**src/rtl/textcon_pkg.sv**
```systemverilog
// Shared constants for the overlay text console controller.
// Geometry defaults, ASCII control codes, FSM state encodings, row-wrap helper.
package textcon_pkg;

  localparam int DEF_COLS = 32;
  localparam int DEF_ROWS = 28;

  localparam logic [7:0] CH_BS    = 8'h08;
  localparam logic [7:0] CH_TAB   = 8'h09;
  localparam logic [7:0] CH_LF    = 8'h0A;
  localparam logic [7:0] CH_FF    = 8'h0C;
  localparam logic [7:0] CH_CR    = 8'h0D;
  localparam logic [7:0] CH_DEL   = 8'h7F;
  localparam logic [7:0] CH_BLANK = 8'h20;

  localparam logic [2:0] S_IDLE    = 3'd0;
  localparam logic [2:0] S_PUT     = 3'd1;
  localparam logic [2:0] S_CLRLINE = 3'd2;
  localparam logic [2:0] S_CLRSCR  = 3'd3;
  localparam logic [2:0] S_TAB     = 3'd4;

  function automatic logic [4:0] next_row(
    input logic [4:0] y,
    input int         rows
  );
    return (y == 5'(rows - 1)) ? 5'd0 : y + 5'd1;
  endfunction

endpackage

```
**src/rtl/textcon_sweep.sv**
```systemverilog
// x/y sweep counter shared by the line clear and screen clear.
// Ports: start_line_i/row_i, start_screen_i, step_i in; x_o, y_o, done_o out.
module textcon_sweep
  import textcon_pkg::*;
#(
  parameter int COLS = DEF_COLS,
  parameter int ROWS = DEF_ROWS
) (
  input  logic       clk,
  input  logic       rst_ni,
  input  logic       start_line_i,
  input  logic       start_screen_i,
  input  logic [4:0] row_i,
  input  logic       step_i,
  output logic [4:0] x_o,
  output logic [4:0] y_o,
  output logic       done_o
);

  logic [4:0] x_q, x_d;
  logic [4:0] y_q, y_d;
  logic       line_q, line_d;

  assign x_o = x_q;
  assign y_o = y_q;
  // Line mode ends at the row's last column, screen mode at the last cell.
  assign done_o = (x_q == 5'(COLS - 1)) &&
                  (line_q || (y_q == 5'(ROWS - 1)));

  always_comb begin
    x_d    = x_q;
    y_d    = y_q;
    line_d = line_q;
    if (start_screen_i) begin
      x_d    = 5'd0;
      y_d    = 5'd0;
      line_d = 1'b0;
    end else if (start_line_i) begin
      x_d    = 5'd0;
      y_d    = row_i;
      line_d = 1'b1;
    end else if (step_i) begin
      if (x_q == 5'(COLS - 1)) begin
        x_d = 5'd0;
        y_d = next_row(y_q, ROWS);
      end else begin
        x_d = x_q + 5'd1;
      end
    end
  end

  always_ff @(posedge clk or negedge rst_ni) begin
    if (!rst_ni) begin
      x_q    <= 5'd0;
      y_q    <= 5'd0;
      line_q <= 1'b0;
    end else begin
      x_q    <= x_d;
      y_q    <= y_d;
      line_q <= line_d;
    end
  end

endmodule

```
**src/rtl/textcon_ctrl.sv**
```systemverilog
// Console controller: byte stream in, one-cycle text display writes out.
// Ports: s_valid/s_ready/s_data in, busy, cur_x/cur_y, reg_char_we/di out. Tab: TEXTCON_TAB_EN.
module textcon_ctrl
  import textcon_pkg::*;
#(
  parameter int         COLS  = DEF_COLS,
  parameter int         ROWS  = DEF_ROWS,
  parameter logic [7:0] BLANK = CH_BLANK
) (
  input  logic        clk,
  input  logic        resetn,
  input  logic        s_valid,
  output logic        s_ready,
  input  logic [7:0]  s_data,
  output logic        busy,
  output logic [4:0]  cur_x,
  output logic [4:0]  cur_y,
  output logic [3:0]  reg_char_we,
  output logic [31:0] reg_char_di
);

  logic [2:0] state_q, state_d;
  logic [4:0] cx_q, cx_d;
  logic [4:0] cy_q, cy_d;
  logic [7:0] ch_q, ch_d;
  logic       noadv_q, noadv_d;
  // Low only until the first edge after reset, keeping writes off in reset.
  logic       go_q;

  logic       sw_line, sw_scr, sw_step, sw_done;
  logic [4:0] sw_x, sw_y;

  logic       wr;
  logic [4:0] wx, wy;
  logic [7:0] wc;
  logic       is_put, last_col;

  textcon_sweep #(.COLS(COLS), .ROWS(ROWS)) u_sweep (
    .clk            (clk),
    .rst_ni         (resetn),
    .start_line_i   (sw_line),
    .start_screen_i (sw_scr),
    .row_i          (cy_d),
    .step_i         (sw_step),
    .x_o            (sw_x),
    .y_o            (sw_y),
    .done_o         (sw_done)
  );

  assign is_put   = (s_data >= 8'h20) && (s_data != CH_DEL);
  assign last_col = (cx_q == 5'(COLS - 1));

  always_comb begin
    state_d = state_q;
    cx_d    = cx_q;
    cy_d    = cy_q;
    ch_d    = ch_q;
    noadv_d = noadv_q;
    sw_line = 1'b0;
    sw_scr  = 1'b0;
    sw_step = 1'b0;
    wr      = 1'b0;
    wx      = cx_q;
    wy      = cy_q;
    wc      = ch_q;
    if (go_q) begin
      unique case (state_q)
        S_IDLE: begin
          if (s_valid) begin
            unique case (1'b1)
              is_put: begin
                ch_d    = s_data;
                noadv_d = 1'b0;
                state_d = S_PUT;
              end
              (s_data == CH_LF): begin
                cx_d    = 5'd0;
                cy_d    = next_row(cy_q, ROWS);
                sw_line = 1'b1;
                state_d = S_CLRLINE;
              end
              (s_data == CH_CR): cx_d = 5'd0;
              (s_data == CH_BS): begin
                if (cx_q != 5'd0) begin
                  cx_d    = cx_q - 5'd1;
                  ch_d    = BLANK;
                  noadv_d = 1'b1;
                  state_d = S_PUT;
                end
              end
              (s_data == CH_FF): begin
                sw_scr  = 1'b1;
                state_d = S_CLRSCR;
              end
`ifdef TEXTCON_TAB_EN
              (s_data == CH_TAB): state_d = S_TAB;
`endif
              default: ;
            endcase
          end
        end
        S_PUT: begin
          wr = 1'b1;
          if (noadv_q) begin
            state_d = S_IDLE;
          end else if (last_col) begin
            cx_d    = 5'd0;
            cy_d    = next_row(cy_q, ROWS);
            sw_line = 1'b1;
            state_d = S_CLRLINE;
          end else begin
            cx_d    = cx_q + 5'd1;
            state_d = S_IDLE;
          end
        end
        S_CLRLINE, S_CLRSCR: begin
          wr      = 1'b1;
          wx      = sw_x;
          wy      = sw_y;
          wc      = BLANK;
          sw_step = 1'b1;
          if (sw_done) begin
            state_d = S_IDLE;
            if (state_q == S_CLRSCR) begin
              cx_d = 5'd0;
              cy_d = 5'd0;
            end
          end
        end
`ifdef TEXTCON_TAB_EN
        S_TAB: begin
          wr = 1'b1;
          wc = BLANK;
          if (last_col) begin
            cx_d    = 5'd0;
            cy_d    = next_row(cy_q, ROWS);
            sw_line = 1'b1;
            state_d = S_CLRLINE;
          end else begin
            cx_d = cx_q + 5'd1;
            // Stop once the next column is a tab stop.
            if (cx_d[1:0] == 2'b00) state_d = S_IDLE;
          end
        end
`endif
        default: state_d = S_IDLE;
      endcase
    end
  end

  always_ff @(posedge clk or negedge resetn) begin
    if (!resetn) begin
      state_q <= S_CLRSCR;
      cx_q    <= 5'd0;
      cy_q    <= 5'd0;
      ch_q    <= 8'h00;
      noadv_q <= 1'b0;
      go_q    <= 1'b0;
    end else begin
      state_q <= state_d;
      cx_q    <= cx_d;
      cy_q    <= cy_d;
      ch_q    <= ch_d;
      noadv_q <= noadv_d;
      go_q    <= 1'b1;
    end
  end

  assign s_ready     = (state_q == S_IDLE);
  assign busy        = ~s_ready;
  assign cur_x       = cx_q;
  assign cur_y       = cy_q;
  assign reg_char_we = wr ? 4'b0001 : 4'b0000;
  assign reg_char_di = wr ? {8'h00, 3'b0, wx, 3'b0, wy, wc} : 32'h0;

endmodule

```
**config.mk**
```make
export PLATFORM = sky130hd
export DESIGN_NAME = textcon_ctrl
export DESIGN_NICKNAME = d
export VERILOG_FILES = /design/src/rtl/textcon_pkg.sv /design/src/rtl/textcon_sweep.sv /design/src/rtl/textcon_ctrl.sv
export SDC_FILE = /design/constraint.sdc
export NUM_CORES = 1
export LEC_CHECK = 0
export BUFFER_PORTS_ARGS = -buffer_cell sky130_fd_sc_hd__buf_2
export CORE_UTILIZATION = 54
export DETAILED_ROUTE_END_ITERATION = 8
export PLACE_DENSITY = 0.78
export SYNTH_ARGS = -nofsm -noshare
export SYNTH_HDL_FRONTEND = slang
export SYNTH_SLANG_ARGS = --single-unit
```
**constraint.sdc**
```tcl
create_clock -name clk -period 2.97 [get_ports clk]
set_clock_uncertainty 0.1 [all_clocks]
set_input_delay 0.594 -clock clk [delete_from_list [all_inputs] [get_ports clk]]
set_output_delay 0.594 -clock clk [all_outputs]
set_load 0.1 [all_outputs]
```
==> flow_summary_export.csv, run 1 <==
group,metric,value,unit
drt,ant_nets,0,
clocking,clockBufferDepth,2,
floorplanning,pin_count,59,
global_routing,grt_pass1_wl,10.8,mm
timing,fin_crit,2.80,ns
drt,drt_iter0_drc,246,
yosys,synth_top_area_cell,"dfrtp_1",
timing,max_freq,358,MHz
power_and_ir_drop,power.total,2.36,mW
clocking,post_cts_resized,0,
floorplanning,die_h,70.8,µm
clocking,clk_latency,0.29,ns
yosys,synth_area,2550,µm²
yosys,synth_cells,292,
power_and_ir_drop,ir_worst_vdd,0.581,mV
yosys,avgSynthCellArea,8.74,µm²
global_routing,grt_max_degree,34,
clocking,ctsHtreeMaxLevel,2,
layout,final_util,0.698,
placement,place_area,3020,µm²
yosys,synth_cell_type_count,63,
clocking,cts_root_buf,"clkbuf_8",
min_path,hold_path_class,"in -> async",
critical_path,worstPathMaxFanout,14,
floorplanning,die_w,70.8,µm
placement,dpl.cell_count,374,
clocking,cts_tree,"built",
timing,slew_viol_final,0,
layout,post-route-cell-area,3100,µm²
placement,dpl_worst_slack,0.434,ns
layout,mostFrequentLayoutCells,"dfrtp_1 (31), buf_2 (24), nand2_1 (21), conb_1 (18), buf_12 (17)",
layout,stdcell_count,381,
power_and_ir_drop,cellLeakagePower,1.35,nW
timing,relSlewSlack,0.493,
timing,hold_viol,0,
layout,antennaDiodeCount,0,
run_status,failed_checks,"DRC",
placement,dp_hpwl,4.74,mm
layout,final_layout_size_suffix_gt1_frac,0.246,
drt,drt_pass1_iterations,7,
yosys,synthArstFlopShare,1.00,
critical_path,slowest_stage,"dfstp_2",
floorplanning,die_area,5010,µm²
global_routing,grt_pass1_vias,2265,
job,cap_violations,0,
clocking,post_cts_buffers,0,
placement,numPortBuffers,41,
timing,fin_crit_sh,0.942,
yosys,synthFlopType,"dfrtp_1",
clocking,cts_buffers,5,
layout,layout_commonest_cell,"dfrtp_1",
timing,worst_pin_slew,0.760,ns
timing,rsz0062_at_grt,"no",
run_status,status,"complete, but fails checks",
drt,vias_per_cell,6.40,
placement,place.gp.congestion,0.969,
drt,wl,6.57,mm
critical_path,cp_slowest_stage_delay,0.66,ns
timing,setup_slack,0.173,ns
critical_path,criticalPathCategory,"reg -> out",
critical_path,critPathRequiredTime,2.28,ns
floorplanning,rows,24,
global_routing,grt_overflow,0,
yosys,yosysWarnings,0,
layout,nets,348,
yosys,synth_edf_count,0,
yosys,ys_ff_latch,33,
timing,setup_viol,0,
global_routing,grt_usage,0.272,
floorplanning,core-area,4440,µm²
critical_path,r2r_start,"cur_x[0]$_DFFE_PN0P_",
yosys,synth_top_area_frac,0.304,
drt,drcViolationCount,16,
yosys,yosysSeqAreaShare,0.325,
layout,fillers,335,
critical_path,crit_chain,"nor2b_1 -> buf_4 -> a22oi_1 -> nor2_2 -> buf_12",
critical_path,cp-start-kind,"register",
critical_path,cp_data_arrival_time,2.10,ns
critical_path,critPathLaunch,"state_q[0]$_DFFE_PN1P_",
power_and_ir_drop,power.density,762,nW/µm²
drt,dr_total_vias,2437,
yosys,synth_area_leaders,"dfrtp_1 (30%), buf_4 (5.6%), mux2_2 (4.0%), ha_1 (3.9%), nor2_1 (3.5%)",
layout,area_delta_synth_final,21.5,%
clocking,ctsHoldBuffers,0,
clocking,path_clk_slew,0.07,ns
clocking,cts_sinks,33,
drt,wl_per_cell,17.2,µm
global_routing,antenna_found_initial,0,
critical_path,critPathCaptureType,"primary output",
floorplanning,start_util,0.574,
==> Yosys cell counts, types with 9 or more instances <==
cell type  count
and3_1        12
dfrtp_1       31
a21oi_1       14
o21ai_0       13
a22oi_1       10
inv_1         10
mux2_2         9
nand3_1       10
nand2_1       21
buf_4         19
nor2_1        24
clkbuf_1      10
==> flip-flops by register name (all words and copies together) (netlist names) <==
name and cells:
ch_q 8, cur_x 5, cur_y 5, u_sweep.x_o 5, u_sweep.y_o 5, state_q 2
go_q 1, noadv_q 1, u_sweep.line_q 1
==> worst max-delay path: cells and delay by family, from the launching register on <==
kind / cells / cell delay (ns)
compound gates: 1 / 0.12
buf+inv: 2 / 0.48
flops: 1 / 0.66
simple gates: 2 / 0.53
==> cell families after synthesis <==
family	count (synthesis)	synth area share
xor+xnor	4	0.0137
compound gates	75	0.208
other cells	2	0.00294
mux	18	0.0755
buf+inv	41	0.0917
flops	33	0.325
fa+ha+maj	8	0.0392
simple gates	111	0.244
==> power by group <==
part	internal [mW]	switching [mW]	total (mW)
combinational	0.363	0.940	1.30
sequential	0.567	0.165	0.733
clock	0.159	0.166	0.325
total	1.09	1.27	2.36
==> final timing paths <==
check,endpoint,slack [ns],depth (start not counted)
max,reg_char_di[12],0.17,5
min in group clk,ch_q[0]$_DFFE_PN0P_,0.40,1
min reg2reg,ch_q[0]$_DFFE_PN0P_,0.40,1
max reg2reg,u_sweep.y_o[4]$_DFFE_PN0P_,0.40,8
max in group asynchronous,cur_y[3]$_DFF_PN0_,2.01,1
min,cur_x[1]$_DFFE_PN0P_,0.28,1
==> routing by layer <==
| layer | GRT usage | vias to the layer above | wire [µm] |
|---|---|---|---|
| li1 | - | 1109 | - |
| met1 | 0.359 | 1167 | 2740 |
| met2 | 0.433 | 139 | 3070 |
| met3 | 0.0613 | 22 | 576 |
| met4 | 0.118 | 0 | 173 |
| met5 | 0 | - | 0 |
==> metrics by stage <==
step	hold WS (ns)	TNS, ns
detailed placement	0.388	0
finish	0.276	0
floorplan	0.198	-0.0659
global route	0.330	0
CTS	0.300	0
global placement	0.383	0
==> final cells by class <==
| class | count | area (µm²) | share of cell area |
|---|---|---|---|
| multi-input cells | 234 | 1600 | 0.517 |
| flip-flops and latches | 33 | 828 | 0.267 |
| repair buffers | 45 | 490 | 0.158 |
| clock buffers | 6 | 72.6 | 0.0234 |
| well taps | 52 | 65.1 | 0.0210 |
| inverters | 10 | 37.5 | 0.0121 |
| clock inverters | 1 | 5.00 | 0.00161 |
(Power assumes the default switching activity.)
==> run 2: changes to the inputs <==
--- a/config.mk
+++ b/config.mk
@@ -7,4 +7,5 @@
 export LEC_CHECK = 0
 export BUFFER_PORTS_ARGS = -buffer_cell sky130_fd_sc_hd__buf_2
+export CORE_MARGIN = 8
 export CORE_UTILIZATION = 54
 export DETAILED_ROUTE_END_ITERATION = 8
--- a/constraint.sdc
+++ b/constraint.sdc
@@ -3,3 +3,3 @@
 set_input_delay 0.594 -clock clk [delete_from_list [all_inputs] [get_ports clk]]
 set_output_delay 0.594 -clock clk [all_outputs]
-set_load 0.1 [all_outputs]
+set_load 0.01 [all_outputs]
==> run 2 against run 1 <==
Against the previous run: the run now ends clean; total power shrank 28%; sequential cell count is the same; via count shrank 3.0%; first-iteration DRC count grew 16%; global-route usage shrank 8.3 points; utilization shrank 9.0 points; final area shrank 9.2%; clock-buffer cell count grew 1; wire length grew 1.5%; critical endpoint is now reg_char_di[5].
==> flow_summary_export.csv, run 2 (synthesis results as in run 1) <==
group,metric,value,unit
global_routing,antenna_found_initial,0,
clocking,cts_sinks,33,
power_and_ir_drop,seqPwrFrac,0.440,
drt,drt_iter0_drc,286,
drt,drt_pass1_iterations,4,
drt,wl_per_cell,17.4,µm
critical_path,critPathCaptureType,"primary output",
critical_path,cp_num_cells,5,
layout,mostFrequentLayoutCells,"buf_2 (41), dfrtp_1 (31), nor2_1 (24), nand2_1 (21), conb_1 (18)",
power_and_ir_drop,cellLeakagePower,1.30,nW
critical_path,r2r_start,"state_q[1]$_DFFE_PN1P_",
layout,stdcell_count,383,
job,cap_violations,0,
clocking,clk_latency,0.29,ns
power_and_ir_drop,power.density,603,nW/µm²
layout,final_layout_size_suffix_gt1_frac,0.222,
floorplanning,pin_count,59,
placement,place_area,2710,µm²
floorplanning,die_h,84.8,µm
clocking,clockBufferDepth,2,
critical_path,cp_data_arrival_time,2.03,ns
placement,dpl.cell_count,375,
clocking,cts_buffers,5,
power_and_ir_drop,switchingPower,0.654,mW
timing,relSlewSlack,0.488,
power_and_ir_drop,internal-power,1.04,mW
drt,drcViolationCount,0,
drt,ant_nets,0,
critical_path,critPathRequiredTime,2.28,ns
timing,fin_crit,2.72,ns
timing,worst_pin_slew,0.768,ns
timing,fin_crit_sh,0.917,
global_routing,use_met1,0.240,
power_and_ir_drop,p_comb_frac,0.334,
drt,dr_total_vias,2365,
clocking,ctsHoldBuffers,0,
floorplanning,start_util,0.551,
critical_path,path_buf_inv,2,
floorplanning,die_area,7180,µm²
floorplanning,rows,25,
global_routing,grt_overflow,0,
floorplanning,core-area,4630,µm²
layout,antennaDiodeCount,0,
layout,fillers,399,
layout,layout_commonest_cell,"buf_2",
timing,setup_slack,0.245,ns
critical_path,cp_top_family,"flip-flops",
drt,wl,6.66,mm
min_path,hold_path_class,"in -> async",
global_routing,grt_usage,0.189,
clocking,ctsHtreeMaxLevel,2,
global_routing,grt_pass1_wl,11.2,mm
critical_path,worstPathMaxFanout,31,
global_routing,grt_util_met3,0.0449,
clocking,cts_root_buf,"clkbuf_8",
global_routing,grt_use_met2,0.305,
drt,vias_per_cell,6.17,
critical_path,crit_chain,"or2_2 -> inv_1 -> nor2_1 -> o21a_1 -> buf_2",
layout,nets,347,
timing,slew_viol_final,0,
placement,dpl_worst_slack,0.320,ns
placement,place.gp.congestion,0.938,
clocking,cts_tree,"built",
floorplanning,die_w,84.8,µm
timing,max_freq,367,MHz
timing,rsz0062_at_grt,"no",
timing,final.setup.tns,0,ns
layout,area_delta_synth_final,10.3,%
critical_path,r2r-end,"u_sweep.x_o[1]$_DFFE_PN0P_",
layout,post-route-cell-area,2820,µm²
global_routing,grt_max_degree,34,
global_routing,grt.busiest_layer,"met2",
power_and_ir_drop,ir_worst_vdd,0.363,mV
critical_path,reg2reg_depth,6,
global_routing,grt_pass1_vias,2325,
critical_path,cp-start-kind,"register",
critical_path,reg2reg_slack,0.34,ns
placement,numPortBuffers,41,
placement,dp_hpwl,5.02,mm
run_status,status,"finished, final reports clean",
clocking,path_clk_slew,0.08,ns
critical_path,cp_slowest_stage_delay,0.86,ns
power_and_ir_drop,clkPwrFrac,0.225,
critical_path,slowest_stage,"dfstp_2",
timing,setup_viol,0,
power_and_ir_drop,switching_share,0.386,
critical_path,criticalPathCategory,"reg -> out",
layout,largest_reg_flops,8,
critical_path,critPathLaunch,"state_q[1]$_DFFE_PN1P_",
layout,top_register,"ch_q",
timing,hold_viol,0,
==> run 2: changes by cell type in the layout (fill, tap and decap cells not counted), sizes merged <==
cell	delta
clkbuf	+1
buf	-1
==> run 2: power groups by stage <==
stage                     sequential [mW]  clock, mW  combinational, mW
after floorplan                     0.694          0              0.429
after global routing                0.774      0.406              0.636
after detailed placement            0.752          0              0.568
after global placement              0.747          0              0.552
final                               0.747      0.383              0.567
after CTS                           0.744      0.388              0.569
==> run 2: cell type report <==
class                   instances  area, µm²  share of cell area
multi-input cells             234       1550               0.552
flip-flops and latches         33        828               0.294
repair buffers                 44        228              0.0809
clock buffers                   7       96.3              0.0342
well taps                      54       67.6              0.0240
inverters                      10       37.5              0.0133
clock inverters                 1       5.00             0.00178
==> run 2: worst max path at each step <==
| stage | to | slack (ns) |
|---|---|---|
| 3_3_place_gp | cur_x[1]$_DFFE_PN0P_ | 0.37 |
| 4_1_cts | reg_char_di[8] | 0.11 |
| 2_1_floorplan | reg_char_di[16] | 0.64 |
| 6_report | reg_char_di[5] | 0.25 |
| 3_5_place_dp | cur_x[1]$_DFFE_PN0P_ | 0.32 |
| 5_1_grt | reg_char_di[5] | 0.06 |
==> run 2: what timing repair did <==
item                                   4_1_cts  5_1_grt
setup endpoints to repair                    0        3
endpoints found under the hold margin        0        0
resized for setup                            0        1
buffers inserted                             0        0
==> run 2: layer usage <==
metal	up-vias	wire length, µm
met5	-	0
met4	0	110
met3	13	512
met2	109	3200
met1	1132	2840
li1	1111	-
==> run 2: stage by stage <==
step	hold WS [ns]	power [mW]	util
finish	0.267	1.70	0.608
global route	0.329	1.82	0.608
CTS	0.298	1.70	0.608
detailed placement	0.389	1.32	0.586
global placement	0.383	1.30	0.586
floorplan	0.198	1.12	-
